### src/rtl/rr_arbiter.sv
// -----------------------------------------------------------------------------
// rr_arbiter
//
// Round-robin arbiter. It grants one of CLIENTS requesters per cycle and
// drives a registered one-hot (or all-zero) grant. A rotating priority pointer
// names the highest-priority client. After a grant to client k, the pointer
// moves to k+1, so a request that stays high is served within CLIENTS
// unstalled cycles. While stall is high, no grant is issued and the pointer
// holds its value.
//
// Parameters
//   CLIENTS       number of requesters, 2..64
//
// Ports
//   clock         rising-edge clock for all state
//   reset         synchronous, active-high reset (grant = 0, ptr = 0)
//   request       [CLIENTS-1:0] bit i high = client i requests
//   stall         high = no grant this cycle, pointer held
//   grant         [CLIENTS-1:0] registered grant, one-hot or zero
//
// Optional feature (macro RR_ARBITER_GRANT_IDX_EN)
//   grant_valid   registered |grant
//   grant_index   registered binary index of the granted client, 0 when idle
// -----------------------------------------------------------------------------
module rr_arbiter #(
    parameter int CLIENTS = 32
) (
    input  logic                       clock,
    input  logic                       reset,
    input  logic [CLIENTS-1:0]         request,
    input  logic                       stall,
`ifdef RR_ARBITER_GRANT_IDX_EN
    output logic                       grant_valid,
    output logic [$clog2(CLIENTS)-1:0] grant_index,
`endif
    output logic [CLIENTS-1:0]         grant
);

    localparam int PW = $clog2(CLIENTS);

    logic [PW-1:0]      ptr_q;
    logic [PW-1:0]      ptr_d;
    logic [CLIENTS-1:0] grant_q;
    logic [CLIENTS-1:0] grant_d;

    // upper_mask[i] is set for every client at or above the pointer. The
    // search first looks at requests in that region. If none are set there,
    // it wraps around to the lowest requester overall.
    logic [CLIENTS-1:0] upper_mask;
    logic [CLIENTS-1:0] masked_req;

    genvar gi;
    generate
        for (gi = 0; gi < CLIENTS; gi++) begin : g_mask
            localparam logic [6:0] IDX = 7'(gi);
            assign upper_mask[gi] = ({{(7-PW){1'b0}}, ptr_q} <= IDX);
        end
    endgenerate

    assign masked_req = request & upper_mask;

    logic          hi_found;
    logic [PW-1:0] hi_idx;
    logic [PW-1:0] lo_idx;
    logic [PW-1:0] winner;
    logic          any_req;
    logic          issue;

    // Lowest set bit of the masked and unmasked request vectors. The loop
    // scans downwards, so the last match it records is the lowest index.
    always_comb begin
        hi_found = 1'b0;
        hi_idx   = '0;
        lo_idx   = '0;
        for (int i = CLIENTS - 1; i >= 0; i--) begin
            if (masked_req[i]) begin
                hi_found = 1'b1;
                hi_idx   = PW'(i);
            end
            if (request[i]) begin
                lo_idx = PW'(i);
            end
        end
    end

    assign any_req = |request;
    assign winner  = hi_found ? hi_idx : lo_idx;
    assign issue   = any_req && !stall;

    always_comb begin
        grant_d = '0;
        ptr_d   = ptr_q;
        if (issue) begin
            grant_d[winner] = 1'b1;
            ptr_d = (winner == PW'(CLIENTS - 1)) ? '0 : winner + PW'(1);
        end
    end

    always_ff @(posedge clock) begin
        if (reset) begin
            grant_q <= '0;
            ptr_q   <= '0;
        end else begin
            grant_q <= grant_d;
            ptr_q   <= ptr_d;
        end
    end

    assign grant = grant_q;

`ifdef RR_ARBITER_GRANT_IDX_EN
    logic          grant_valid_q;
    logic          grant_valid_d;
    logic [PW-1:0] grant_index_q;
    logic [PW-1:0] grant_index_d;

    always_comb begin
        grant_valid_d = issue;
        grant_index_d = issue ? winner : '0;
    end

    always_ff @(posedge clock) begin
        if (reset) begin
            grant_valid_q <= 1'b0;
            grant_index_q <= '0;
        end else begin
            grant_valid_q <= grant_valid_d;
            grant_index_q <= grant_index_d;
        end
    end

    assign grant_valid = grant_valid_q;
    assign grant_index = grant_index_q;
`endif

endmodule

### config.mk
export PLATFORM = sky130hd
export DESIGN_NAME = rr_arbiter
export DESIGN_NICKNAME = d
export VERILOG_FILES = /design/src/rtl/rr_arbiter.sv
export SDC_FILE = /design/constraint.sdc
export NUM_CORES = 1
export LEC_CHECK = 0
export ABC_AREA = 1
export CAP_MARGIN = 30
export CELL_PAD_IN_SITES_DETAIL_PLACEMENT = 0
export CELL_PAD_IN_SITES_GLOBAL_PLACEMENT = 1
export CORE_UTILIZATION = 33
export CTS_BUF_LIST = sky130_fd_sc_hd__clkbuf_16
export DETAILED_ROUTE_END_ITERATION = 12
export GPL_ROUTABILITY_DRIVEN = 1
export HOLD_SLACK_MARGIN = 0.08
export PLACE_DENSITY_LB_ADDON = 0.08
export SYNTH_ARGS = -nofsm -noshare
export SYNTH_HDL_FRONTEND = slang
export SYNTH_SLANG_ARGS = --single-unit
### constraint.sdc
create_clock -name clock -period 3.25 [get_ports clock]
set_input_delay 0.4875 -clock clock [delete_from_list [all_inputs] [get_ports clock]]
set_output_delay 0.4875 -clock clock [all_outputs]
set_load 0.01 [all_outputs]
; ---- After elaboration in Yosys (flattened, before gate mapping)
; Index checks and enable logic that the tools add are counted.
; W data, S select, Z words.
[op_classes]
n_mux = 100
reduce_logical = 5
bitwise_logic = 2
order_cmp = 33
add_sub_neg = 1
eq_ne = 1
[op_table]
columns = cell, n
row1 = $mux W5, 66
row2 = $le A5 B5 Y1 const B, 15
row3 = $le A5 B4 Y1 const B, 8
row4 = $mux W1, 33
row5 = $and A32 B32 Y32, 1
row6 = $reduce_or A32 Y1, 1
row7 = $le A5 B3 Y1 const B, 4
row8 = $le A5 B1 Y1 const B, 2
row9 = $le A5 B2 Y1 const B, 2
row10 = $lt A5 B6 Y1 const B, 1
row11 = $add A5 B1 Y5 const B, 1
row12 = $demux W1 S5, 1
row13 = $eq A5 B5 Y1 const B, 1
row14 = $ge A5 B1 Y1 const B, 1
row15 = $logic_and A1 B1 Y1, 2
row16 = $reduce_or A2 Y1, 1
row17 = $logic_not A1 Y1, 1
row18 = $not A1 Y1, 1
[word_totals]
output_inout_bits = 32
inputBits = 35
regBits = 37
wordCells = 144

; ---- Logic depth before layout (Yosys ltp)
; Gate-level depths: netlist (run 1).
[depth]
ltp_word = 39
ltp_mapped = 40
ltp_nobuf = 40

; ---- Worst setup path before layout (run 1)
; OpenSTA, ideal clock, no wires.
[synth_timing]
kind = reg2reg
start = register ptr_q[4]
end = register ptr_q[2]
arrival_time_ps = 2929
required_time_ps = 3180
period_less_slack_ps = 2998
setup_ps = 70
path_slack_ps = 252
stages_incl_launch_ff = 26
path_cell_list = dfxtp_1 -> nand2_4 -> nor2_2 -> inv_2 -> o211ai_2 -> nand2_1 -> a31oi_1 -> nor2_1 -> nor2_1 -> nor2_1 -> o21bai_1 -> a21oi_1 -> o21ai_0 -> nand2_1 -> nand2_1 -> nand2_1 -> and3_1 -> a21oi_2 -> inv_1 -> ha_1 -> nand2_1 -> nor2_1 -> ha_1 -> nor2_1 -> nand3_1 -> a21oi_1
[synth_via]
elab_chain_len = 36
[synth_lines]
columns = item, line_no
row1 = "start, declared", 41  ; logic [PW-1:0] ptr_q;
row2 = "start signal, assigned", 105  ; ptr_q <= ptr_d;
row3 = $le A5 B5 Y1, 56  ; assign upper_mask[gi] = ({{(7-PW){1'b0}}, ptr_q} <= IDX);
row4 = $and A32 B32 Y32 (*), 60  ; assign masked_req = request & upper_mask;
row5 = $mux W5 / $mux W1 (equally long branches) (31 in series), 76  ; if (masked_req[i]) begin
row6 = $mux W5 (*), 87  ; assign winner = hi_found ? hi_idx : lo_idx;
row7 = $add A5 B1 Y5 / $eq A5 B5 Y1 (equally long branches), 95  ; ptr_d = (winner == PW'(CLIENTS - 1)) ? '0 : winner + PW'(1);
row8 = $mux W5 (*), 95
; Every way passes the cells marked *; elsewhere a longest branch is shown, timed or not.
; A chain may end at the register's enable or synchronous reset.

; ---- Worst setup path after layout (run 1)
[layout_timing]
start = register ptr_q[4]
end = register ptr_q[4]
; Same word-level chain as after synthesis.

==> results of run 1 <==
[stage by stage]
| step | util | hold slack [ns] |
|---|---|---|
| after floorplan | - | 0.489 |
| after global placement | 0.508 | 0.527 |
| after detailed placement | 0.508 | 0.526 |
| after CTS | 0.529 | 0.503 |
| after global routing | 0.563 | 0.539 |
| final | 0.563 | 0.520 |
[kinds of logic (layout without fill, tap and decap cells)]
family / count (synthesis) / count (layout) / synth area share
buf+inv: 72 / 202 / 0.114
fa+ha+maj: 5 / 5 / 0.0255
flops: 37 / 37 / 0.302
simple gates: 248 / 248 / 0.444
compound gates: 39 / 39 / 0.114
[how the worst min path moves through the flow]
stage	start	cells after the start	to
global route	ptr_q[0]	2	ptr_q[0]
floorplan	ptr_q[1]	2	ptr_q[1]
global placement	ptr_q[0]	2	ptr_q[0]
detailed placement	ptr_q[0]	2	ptr_q[0]
CTS	ptr_q[0]	2	ptr_q[0]
finish	ptr_q[0]	2	ptr_q[0]
[synthesized netlist by cell type (all sizes together)]
cell / number / area, µm²
a2111oi: 1 / 8.76
a211oi: 4 / 30.0
a21o: 1 / 7.51
a21oi: 7 / 42.5
a31oi: 4 / 25.0
and3: 2 / 12.5
buf: 2 / 16.3
clkbuf: 2 / 7.51
dfxtp: 37 / 741
ha: 5 / 62.6
inv: 68 / 255
nand2: 125 / 494
nand3: 24 / 135
nand4: 4 / 25.0
nor2: 76 / 315
nor3: 9 / 55.1
nor4: 7 / 43.8
o2111ai: 2 / 17.5
o211ai: 4 / 40.0
o21a: 1 / 15.0
o21ai: 12 / 71.3
o21bai: 1 / 7.51
o31ai: 2 / 15.0
or2: 1 / 6.26
[routing by layer]
layer | track usage | share of wire
met3 | 0.0405 | 0.044
met2 | 0.315 | 0.46
met5 | 0 | 0
met4 | 0.0235 | 0.0025
met1 | 0.273 | 0.49
[cell type report]
type,instances,area (µm²)
clock buffer,5,125
sequential,37,759
multi-input combinational,292,1600
fill,742,3150
clock inverter,3,17.5
tap,99,124
timing repair buffer,126,1180
inverter,68,258
[what timing repair did]
item,CTS,global route
pin swaps,1,16
setup buffers,0,6
gates resized for setup,9,59
setup endpoints to repair,20,37
[worst register-to-register path: cells and delay by family, from the launching register on]
family,cells,cell delay (ns)
and+or+nand+nor,15,1.52
buffers and inverters,4,0.49
DFF,1,0.41
AOI/OAI and AO/OA,3,0.34
adders and majority gates,1,0.28
[where the power goes]
part           internal (mW)  switching, mW
Clock                  0.281          0.179
Sequential             0.466         0.0134
Combinational          0.226          0.253
Total                  0.973          0.445
[state kept, by name, indices dropped and copies added, names as in the netlist]
signal and cells:
ptr_q 5, grant 32
==> flow_summary.yaml, run 1 <==
worst_setup_path:
  r2r_end: "ptr_q[4]"
  slowest_stage: "dfxtp_4"
  cpMostUsedCell: "buf_4"
  required_ns: 3.40
  end_kind: "flip-flop"
  cp-start-kind: "flip-flop"
  path_cells: "nand2_8, buf_4, buf_4, nand3_2, nand2_2, nor2_4, nand2_2, nor2_4, o2111ai_2, nor2_1, nand4_1, nor3_2, nand4_1, nor3_2, nand3_2, buf_4, o21a_4, inv_2, nand2_4, nor2_2, ha_2, nor2_2, a211oi_1"
  crit_type: "flip-flop to flip-flop"
  worstRegToRegCells: 23
  worstPathArrival_ns: 3.31
  cp_max_fo: 7
  critPathMaxStageDelay_ns: 0.41
  crit_end: "ptr_q[4]"
  cpLargestDelayFamily: "simple AND/OR/NAND/NOR gates"
  cp.depth: 23
  startpoint: "ptr_q[4]"
  rr_startpoint: "ptr_q[4]"
  worstPathBufferInverterCount: 4
  reg2reg_slack_ns: 0.08
final_layout:
  layout.nets: 570
  final_area_um2: 4060
  final_cells: 630
  drive_gt1_frac: 0.271
  final_common_cell: "nand2_1"
  area_growth_pct: 65.7
  antenna_cells: 0
  final_cell_mix: "103 x nand2_1, 61 x nor2_1, 58 x clkdlybuf4s50_1, 55 x inv_1, 54 x buf_4"
route:
  vias_per_cell: 4.52
  via_count: 2850
  drtAntennaViolNets: 0
  wl_um: 7450
  drc: 0
  dr.first_iter.drc_count: 79
  avgRoutedWirePerCell_um: 11.8
  dr.pass1.iters: 4
global_routing:
  grt_max_degree: 13
  antenna_found_initial: 0
  grt_pass1_vias: 2526
  grtUsageTotal: 0.195
  grt-ovfl-total: 0
  grt_pass1_wl_um: 11700
timing:
  slew_viol_final: 0
  setup_violations: 0
  finalWorstSetupSlack_ns: 0.0840
  rsz0062_at_grt: "true"
  worst_slew_pin_slew_ns: 0.554
  max_clock_freq_mhz: 316
  clock_skew_ns: 0.00187
  fin_crit_sh: 0.974
  finalSetupTns_ns: 0
  slew_headroom: 0.628
  final-hold-violation-count: 0
  fin_crit_ns: 3.17
clocking:
  cts-buffers-inserted: 5
  cts.sinks: 37
  clk_latency_ns: 0.27
  htreeDepth: 2
  hold_buffers: 0
  clk_pin_slew_ns: 0.06
  ctsRootBufferMaster: "clkbuf_16"
  cts_tree: "yes"
  clock_path_buffers: 2
synth:
  syn_area_um2: 2450
  ys_types: 36
  syn_area_per_cell_um2: 6.11
  ys_ff_latch: 37
  seq_area_frac_synth: 0.302
  netlist_instances: 401
  syn_nets: 441
  yosys_warnings: 0
floorplan:
  die_h_um: 88.2
  io_pins: 67
  dieArea_um2: 7770
  initial_core_util: 0.340
  core_area_um2: 7210
  rows: 31
  die_x_um: 88.2
place:
  placed_area_um2: 3670
  post-dp-hpwl_um: 6010
  gp_congestion: 0.862
  pre_cts_slack_ns: -0.436
  io_buffers: 66
  placed_cells: 616
power_and_ir_drop:
  power.density_nw_per_um2: 349
  ir_drop_mv: 0.283
  cellLeakagePower_nw: 1.95
  p_total_mw: 1.42
flow_run:
  max_cap_violations: 0
outcome:
  status: "complete, no violations"
hold_path:
  hp-class: "flip-flop to flip-flop"
Power figures use the tool's default switching activity.
==> run 2, diff against run 1 <==
--- a/config.mk
+++ b/config.mk
@@ -13,6 +13,7 @@
 export CTS_BUF_LIST = sky130_fd_sc_hd__clkbuf_16
 export DETAILED_ROUTE_END_ITERATION = 12
 export GPL_ROUTABILITY_DRIVEN = 1
+export GPL_TIMING_DRIVEN = 0
 export HOLD_SLACK_MARGIN = 0.08
 export PLACE_DENSITY_LB_ADDON = 0.08
 export SYNTH_ARGS = -nofsm -noshare
==> run 2 against run 1 <==
Net effect: hold slack got worse by 0.0093 ns; sequential share of layout area increased by 1.0 points; utilization decreased by 3.3 points; flip-flop and latch count unchanged; critical path depth unchanged; clock power increased by 16%; die area unchanged; power increased by 2.6%; final area decreased by 5.8%; clock skew increased by 0.0021 ns; clock-buffer cell count unchanged; largest power group is now the clock network.
==> flow_summary.yaml, run 2 (synthesis gave the netlist of run 1 again) <==
final_layout:
  final_common_cell: "nand2_1"
  final_cells: 592
  finish.utilization: 0.530
  drive_gt1_frac: 0.227
  layout.nets: 532
  final_cell_mix: "107 x nand2_1, 60 x clkdlybuf4s50_1, 54 x inv_1, 50 x nor2_1, 32 x dfxtp_1"
  largest_reg_flops: 32
  fillers: 743
  antenna_cells: 0
  final_area_um2: 3820
  area_growth_pct: 56.1
hold_path:
  hp-class: "flip-flop to flip-flop"
  hold_path_end: "ptr_q[2]"
  holdCritStartpoint: "ptr_q[2]"
  worstHoldPathCells: 2
worst_setup_path:
  path_cells: "inv_2, nand2_2, nand2_1, o21ai_2, nand2_1, nor2_4, nand2_2, nor2_2, o2111ai_2, nor2_1, nand4_1, nor3_2, nand4_1, nor3_2, nand3_2, buf_6, o21a_4, inv_4, nand2_4, nor2_4, ha_4, nor2_4, a211oi_2"
  cp-start-kind: "flip-flop"
  rr_startpoint: "ptr_q[1]"
  cp_max_fo: 5
  worstRegToRegCells: 23
  cpMostUsedCell: "nor2_4"
  critPathMaxStageDelay_ns: 0.37
  required_ns: 3.38
  cpLargestDelayFamily: "simple AND/OR/NAND/NOR gates"
  slowest_stage: "dfxtp_2"
  crit_type: "flip-flop to flip-flop"
  reg2reg_slack_ns: 0.001
  r2r_end: "ptr_q[4]"
  worstPathBufferInverterCount: 3
  end_kind: "flip-flop"
  worstPathArrival_ns: 3.38
clocking:
  cts.sinks: 37
  cts_tree: "yes"
  cts-buffers-inserted: 5
  hold_buffers: 0
  clock_path_buffers: 2
  ctsRootBufferMaster: "clkbuf_16"
  clk_latency_ns: 0.27
  htreeDepth: 2
  clk_pin_slew_ns: 0.05
timing:
  slew_headroom: 0.426
  final-hold-violation-count: 0
  fin_crit_ns: 3.25
  rsz0062_at_grt: "true"
  clock_skew_ns: 0.00397
  worst_slew_pin_slew_ns: 0.859
  slew_viol_final: 0
  setup_violations: 0
  fin_crit_sh: 1.00
  worst_hold_slack_ns: 0.511
  max_clock_freq_mhz: 308
route:
  dr.pass1.iters: 4
  wl_um: 7140
  drc: 0
  vias_per_cell: 4.53
  dr.first_iter.drc_count: 112
  avgRoutedWirePerCell_um: 12.1
  via_count: 2680
  drtAntennaViolNets: 0
floorplan:
  die_h_um: 88.2
  core_area_um2: 7210
  die_x_um: 88.2
  initial_core_util: 0.340
  rows: 31
  dieArea_um2: 7770
  io_pins: 67
global_routing:
  grtUsageTotal: 0.188
  grt_pass1_wl_um: 11200
  grt_max_degree: 13
  antenna_found_initial: 0
  grt_pass1_vias: 2444
  grt-ovfl-total: 0
power_and_ir_drop:
  p_sw_frac: 0.307
  p_total_mw: 1.46
  clockPowerShare: 0.366
  p_int_mw: 1.01
  cellLeakagePower_nw: 1.73
  combinationalPowerShare: 0.304
  p_switching_uw: 447
  power.density_nw_per_um2: 381
  seqPwrFrac: 0.330
  ir_drop_mv: 0.321
place:
  io_buffers: 66
  placed_area_um2: 3230
  placed_cells: 566
  gp_congestion: 0.855
  post-dp-hpwl_um: 5510
flow_run:
  max_cap_violations: 0
outcome:
  status: "complete, no violations"
==> run 2: changes by cell type in the layout (fill, tap and decap cells not counted), moves of 3 or more <==
cell            previous run  this run
buf_4                     54        16
dlymetal6s2s_1             5         2
buf_12                     4         0
nor2_4                     7        13
nand2_2                   14         9
nand2_1                  103       107
a21oi_2                    4         1
nor2_2                     8        13
nor2_1                    61        50
==> run 2: worst register-to-register path, delay by kind of cell (launching register included) <==
family,cells,cell delay [ns]
flops,1,0.37
fa+ha+maj,1,0.21
buf+inv,3,0.31
compound gates,4,0.55
simple gates,15,1.68
==> run 2: cell type report <==
type / instances / area, µm² / share of cell area
inverters: 68 / 263 / 0.0687
clock buffers: 5 / 125 / 0.0327
well taps: 99 / 124 / 0.0324
clock inverters: 3 / 41.3 / 0.0108
plain buffers: 4 / 30.0 / 0.00785
repair buffers: 84 / 805 / 0.210
multi-input cells: 292 / 1680 / 0.440
flip-flops and latches: 37 / 754 / 0.197
==> run 2: worst max path at each step <==
stage | from | to | slack (ns) | cells past startpoint
6_report | ptr_q[1] | ptr_q[4] | 0.001 | 23
5_1_grt | ptr_q[3] | ptr_q[4] | -0.23 | 24
4_1_cts | ptr_q[1] | ptr_q[4] | -0.03 | 23
3_5_place_dp | request[30] | ptr_q[2] | -0.58 | 41
3_3_place_gp | request[30] | ptr_q[2] | -0.58 | 41
2_1_floorplan | ptr_q[4] | ptr_q[2] | 0.25 | 25
==> run 2: power by group through the flow <==
stage	registers, mW	logic, mW	clock network (mW)
2_1_floorplan	0.486	0.210	0
3_3_place_gp	0.488	0.330	0
3_5_place_dp	0.488	0.331	0
4_1_cts	0.478	0.361	0.543
5_1_grt	0.481	0.486	0.566
6_report	0.480	0.442	0.533
==> run 2: metrics by stage <==
| stage | worst slack [ns] | setup TNS [ns] |
|---|---|---|
| 2_1_floorplan | 0.252 | 0 |
| 3_3_place_gp | -0.584 | -9.28 |
| 3_5_place_dp | -0.579 | -9.79 |
| 4_1_cts | -0.0345 | -0.0438 |
| 5_1_grt | -0.226 | -3.91 |
| 6_report | 0.00119 | 0 |
==> run 2: per-layer routing <==
layer,vias up,global-route usage,share of wire
li1,1444,-,-
met1,1189,0.268,0.51
met2,43,0.297,0.45
met3,4,0.0339,0.030
met4,0,0.0367,0.0056
met5,-,0,0
==> run 2: what timing repair did <==
action	in CTS	in global routing
resized for setup	24	65
endpoints found under the setup margin	37	37
gates cloned	0	0
buffers inserted	6	12
pin swaps	3	28
